$ cat src/rtl/pipe_ctrl.sv
// pipe_ctrl: stall/flush controller with load-use detection and multi-cycle EX sequencing
module pipe_ctrl #(
  parameter int MUL_CYCLES = 2,
  parameter int DIV_CYCLES = 32
) (
  input  logic       clk,
  input  logic       rst_n,
  input  logic [4:0] id_rs_addr,
  input  logic [4:0] id_rt_addr,
  input  logic       id_rs_read,
  input  logic       id_rt_read,
  input  logic       ex_is_load,
  input  logic [4:0] ex_wr_address,
  input  logic       ex_mc_start,
  input  logic       ex_mc_is_div,
  input  logic       flush_req,
  output logic       stall_pc,
  output logic       stall_ifid,
  output logic       stall_idex,
  output logic       stall_exmem,
  output logic       flush_ifid,
  output logic       flush_idex,
  output logic       flush_exmem,
  output logic       mc_busy,
  output logic       mc_done
);
  typedef enum logic [1:0] {IDLE, BUSY, DONE} state_t;
  state_t state, state_nxt;
  logic [5:0] cnt, cnt_nxt;
  logic [6:0] n;
  logic start, lu, mc;
  assign n = ex_mc_is_div ? 7'(DIV_CYCLES) : 7'(MUL_CYCLES);
  assign start = state == IDLE && ex_mc_start && !flush_req;
  assign lu = ex_is_load && ex_wr_address != 5'd0 &&
              ((id_rs_read && id_rs_addr == ex_wr_address) ||
               (id_rt_read && id_rt_addr == ex_wr_address));
  assign mc = mc_busy;
  assign mc_busy = state == BUSY || start;
  assign mc_done = state == DONE;
  assign stall_pc = !flush_req && (mc || lu);
  assign stall_ifid = !flush_req && (mc || lu);
  assign stall_idex = !flush_req && mc;
  assign stall_exmem = !flush_req && mc;
  assign flush_ifid = flush_req;
  assign flush_idex = flush_req || (!mc && lu);
  assign flush_exmem = flush_req || mc;
  always_comb begin
    state_nxt = state;
    cnt_nxt = cnt;
    if (flush_req) begin
      state_nxt = IDLE;
      cnt_nxt = '0;
    end else if (start) begin
      state_nxt = n >= 7'd2 ? BUSY : DONE;
      cnt_nxt = n >= 7'd2 ? 6'(n - 7'd2) : '0;
    end else if (state == BUSY) begin
      state_nxt = cnt == 6'd0 ? DONE : BUSY;
      cnt_nxt = cnt == 6'd0 ? '0 : cnt - 6'd1;
    end else if (state == DONE) begin
      state_nxt = IDLE;
    end
  end
  always_ff @(posedge clk or negedge rst_n) begin
    if (!rst_n) begin
      state <= IDLE;
      cnt <= '0;
    end else begin
      state <= state_nxt;
      cnt <= cnt_nxt;
    end
  end
endmodule
$ cat config.mk
export PLATFORM = sky130hd
export DESIGN_NAME = pipe_ctrl
export DESIGN_NICKNAME = d
export VERILOG_FILES = /design/src/rtl/pipe_ctrl.sv
export SDC_FILE = /design/constraint.sdc
export NUM_CORES = 1
export LEC_CHECK = 0
export CORE_MARGIN = 2
export CORE_UTILIZATION = 41
export CTS_BUF_LIST = sky130_fd_sc_hd__clkbuf_4
export DETAILED_ROUTE_END_ITERATION = 10
export PLACE_DENSITY = 0.79
export SLEW_MARGIN = 25
export SYNTH_ARGS = -nofsm -noshare
export SYNTH_HDL_FRONTEND = slang
export SYNTH_SLANG_ARGS = --single-unit
export TNS_END_PERCENT = 100
$ cat constraint.sdc
create_clock -name clk -period 2 [get_ports clk]
set_clock_uncertainty 0.2 [all_clocks]
set_input_delay 0.3 -clock clk [delete_from_list [all_inputs] [get_ports clk]]
set_output_delay 0.3 -clock clk [all_outputs]
set_load 0.005 [all_outputs]
; After elaboration in Yosys (flattened, before gate mapping)
; Cells that the tools add are included.
[totals]
output_inout_bits = 9
word_cells = 42
regBits = 8
[op_classes]
reduce_logical = 21
order_cmp = 1
n_eq_ne = 4
mux = 12
add_sub_neg = 2
[ops]
columns = cell, n
row1 = 6-bit two-way mux, 6
row2 = 2-bit two-way mux, 6
row3 = 5-bit equality test, 2
row4 = 1-bit logical AND, 9
row5 = "6-bit by 2-bit greater-or-equal comparator with 1-bit output, second input constant", 1
row6 = 6-bit logical NOT, 1
row7 = "6-bit by 1-bit subtractor with 6-bit output, second input constant", 1
row8 = "6-bit by 2-bit subtractor with 6-bit output, second input constant", 1
row9 = 1-bit logical OR, 5
row10 = 5-bit nonzero test, 1
row11 = 4-bit nonzero test, 1
row12 = 3-bit nonzero test, 1
row13 = "2-bit by 1-bit equality test with 1-bit output, second input constant", 1
row14 = "2-bit equality test, second input constant", 1
row15 = 1-bit logical NOT, 2
row16 = 2-bit logical NOT, 1

; Longest topological paths before layout
[depth]
depth_word = 7
depth_mapped = 6
depth_no_buf = 6

; Worst setup path after synthesis
; Ideal clock, no wire load.
[synth_path]
path_type = input to output
from = in ex_wr_address[3]
to = out stall_pc
t_required_ns = 1.500
t_arrival_ns = 1.338
stages = 5
setup_slack_ns = 0.162
n_path_buf = 1
path_cell_list = xor2_1 > nor4_1 > a32oi_1 > o31ai_1 > buf_4
[synth_via]
elab_chain_len = 6
elab_cells_between_ends = 10
cone_classes = 2 x eq/ne / 8 x reduce/logical
[synth_rtl]
columns = item, line_no
row1 = "start, declared", 13  ; input logic [4:0] ex_wr_address,
row2 = "5-bit equality test, on equally long branches", "35, 36"
row3 = "1-bit logical AND, on equally long branches", "35, 36"
row4 = 1-bit logical OR, 35  ; ((id_rs_read && id_rs_addr == ex_wr_address) ||
row5 = 1-bit logical AND *, 34  ; assign lu = ex_is_load && ex_wr_address != 5'd0 &&
row6 = 1-bit logical OR *, --
row7 = 1-bit logical AND *, --
row8 = "end, declared", 17  ; output logic stall_pc,
; Mark *: on every way between the ends. The rest lies on a longest branch, timed or not.

; Worst setup path in the final report
[layout_path]
from = reg state[1]
to = out stall_idex
[layout_via]
elab_chain_len = 5
elab_cells_between_ends = 6
cone_classes = 1 x eq/ne / 5 x reduce/logical
[layout_rtl]
columns = item, line_no
row1 = "start, declared", 28  ; state_t state, state_nxt;
row2 = "start signal, assigned", 68  ; state <= state_nxt;
row3 = 2-bit logical NOT, 33  ; assign start = state == IDLE && ex_mc_start && !flush_req;
row4 = 1-bit logical AND (2 in a row), 33
row5 = 1-bit logical OR *, 38  ; assign mc_busy = state == BUSY || start;
row6 = 1-bit logical AND *, 42  ; assign stall_idex = !flush_req && mc;
row7 = "end, declared", 19  ; output logic stall_idex,
; Marks and branches as above.

==> metrics.yaml <==
run_status:
  status: "complete, no violations"
yosys:
  synth_area_leaders: "dfrtp_1, xor2_1, inv_1, o21ai_0, buf_4"
  synth_cell_types: 34
  yosys_warnings: 0
  synth-seq-cells: 8
  postSynthAreaPerCell_um2: 8.438
  synthFlopType: "dfrtp_1"
  synth_top_area_share: 0.3042
  synthArstFlopShare: 1.000
  ys_seq_area_frac: 0.3042
  syn_area_um2: 658.1
  synthesis.nets: 102
  synth-edff-count: 0
  netlist_instances: 78
  yosysTopAreaCell: "dfrtp_1"
timing:
  worst_pin_slew_ns: 0.3671
  fin_crit_sh: 0.9768
  holdWs_ns: 0.1194
  slew_viol_final: 0
  maxSlewHeadroom: 0.7545
  hold_violations: 0
  setup_viol: 0
  fmax_mhz: 511.9
  period_minus_slack_ns: 1.954
power:
  irDropWorstVdd_mv: 0.6995
  power.density_nw_per_um2: 881.6
  total_power_w: 0.0009905
  leakage_nw: 0.5463
clock_tree:
  ctsLongestPathBuffers: 2
  clock-sinks: 8
  htreeDepth: 1
  cts_inserted_buffers: 3
  clock_latency_ns: 0.26
  cts_tree: "built"
  postCtsHoldBufs: 0
  clk_pin_slew_ns: 0.06
  root_buffer: "clkbuf_4"
critical_path:
  worstPathArrival_ns: 1.45
  crit_path_end_kind: "primary output"
  crit_chain: "nor2_2, o21ai_2, inv_1, clkdlybuf4s50_1"
  critPathMaxFanout: 4
  path_buf_inv: 2
  critPathLaunchType: "flop"
  cp_slowest_cell: "clkdlybuf4s50_1"
  max_stage_delay_ns: 0.49
  cp.required_ns: 1.50
  worstSetupPathType: "reg2out"
  critical-path-top-delay-family: "buffers and inverters"
place:
  gp_congestion: 0.8381
  port_buffers: 31
  dp_hpwl_mm: 1.396
  place_inst: 133
global_route:
  grt_antenna_before_repair: 0
  grt_pass1_vias: 722
  grt_max_degree: 9
  grt_usage: 0.2060
  overflow: 0
  grt_first_pass_wirelength_mm: 2.953
floorplanning:
  initial_core_util: 0.4369
  die_x_um: 44.07
  die_y_um: 44.07
  top_level_ports: 32
  core_um2: 1506
  num_rows: 14
  design.die.area_um2: 1942
job:
  drv_cap: 0
finish:
  layout_commonest_cell: "buf_4"
  fin_util: 0.7458
  diodes: 0
  nets: 150
  fillers: 122
  drive_gt1_frac: 0.3548
  most-common-layout-cells: "buf_4, dfrtp_1, clkdlybuf4s50_1, inv_1, xor2_1"
  fin_cells: 140
  area_growth_pct: 70.72
routing:
  wire_per_inst_um: 13.81
  drtIter0Drc: 12
  drc: 0
  via_per_inst: 5.407
  vias: 757
  ant_nets: 0
  first_pass_iters: 4
  routed_wl_mm: 1.934
worst_hold_path:
  hold_path.class: "in2async"
-- cells by family after synthesis --
family	Yosys count	share of synthesized area
flip-flops	8	0.3042
AO/OA/AOI/OAI	20	0.2129
AND/OR/NAND/NOR	27	0.2339
adder cells (fa/ha/maj)	1	0.01901
XOR/XNOR	10	0.1331
buffers and inverters	12	0.09696
-- final cells by class --
class                      instances  area, µm²  area share
multi-input combinational         58      459.2      0.4087
timing repair buffer              47      390.4      0.3474
sequential                         8      200.2      0.1782
inverter                           8      31.28     0.02784
clock buffer                       3      22.52     0.02004
tap                               16      20.02     0.01782
-- metal layers --
metal	vias up	routed length, µm	track usage
li1	372	-	-
met1	344	716	0.2333
met2	37	1039	0.3647
met3	4	152	0.06531
met4	0	25	0.06667
met5	-	0	0
-- synthesized netlist by cell type, types with 2 or more instances --
master   number
a21oi_1       2
a22o_1        2
buf_4         3
dfrtp_1       8
inv_1         7
nand2_1       4
nand3_1       2
nor2_1        5
nor3_1        2
nor4_1        2
o21ai_0       5
o21ai_1       2
o31ai_1       2
or3_1         3
or4_1         2
xnor2_1       2
xor2_1        8
-- sequential cells by signal (all words and copies together), names as in the netlist --
name   count
state      2
cnt        6
-- per-stage QoR --
step	setup slack, ns	TNS (ns)	instance area (µm²)
global placement	-0.7329	-2.686	1045
floorplan	0.1624	0	658.1
detailed placement	-0.7566	-2.740	1045
CTS	-0.05223	-0.1034	1080
finish	0.04643	0	1124
global route	-0.09410	-0.2640	1124
-- where the power goes --
group          total, W  internal (W)  switching [W]
Combinational  0.000598      0.000316       0.000281
Clock          0.000124     0.0000687      0.0000557
Sequential     0.000269      0.000213      0.0000555
-- what timing repair did --
| item | CTS | global route |
|---|---|---|
| buffers inserted | 2 | 2 |
| gates resized for setup | 53 | 19 |
| setup endpoints to repair | 8 | 5 |
| pin swaps | 8 | 12 |
-- path summary, 6_finish.rpt --
| path | start | slack, ns | cells past startpoint | end |
|---|---|---|---|---|
| worst max-delay path | state[1]$_DFFE_PN0P_ | 0.05 | 4 | stall_idex |
| worst min-delay path | rst_n | 0.12 | 1 | cnt[4]$_DFFE_PN0P_ |
| worst max register to register | cnt[2]$_DFFE_PN0P_ | 0.15 | 4 | cnt[5]$_DFFE_PN0P_ |
| worst min register to register | cnt[2]$_DFFE_PN0P_ | 0.32 | 1 | cnt[2]$_DFFE_PN0P_ |
| max in group asynchronous | rst_n | 1.21 | 1 | cnt[3]$_DFFE_PN0P_ |
| min in group clk | cnt[2]$_DFFE_PN0P_ | 0.32 | 1 | cnt[2]$_DFFE_PN0P_ |
No activity file was read; power rests on OpenSTA's default activity.
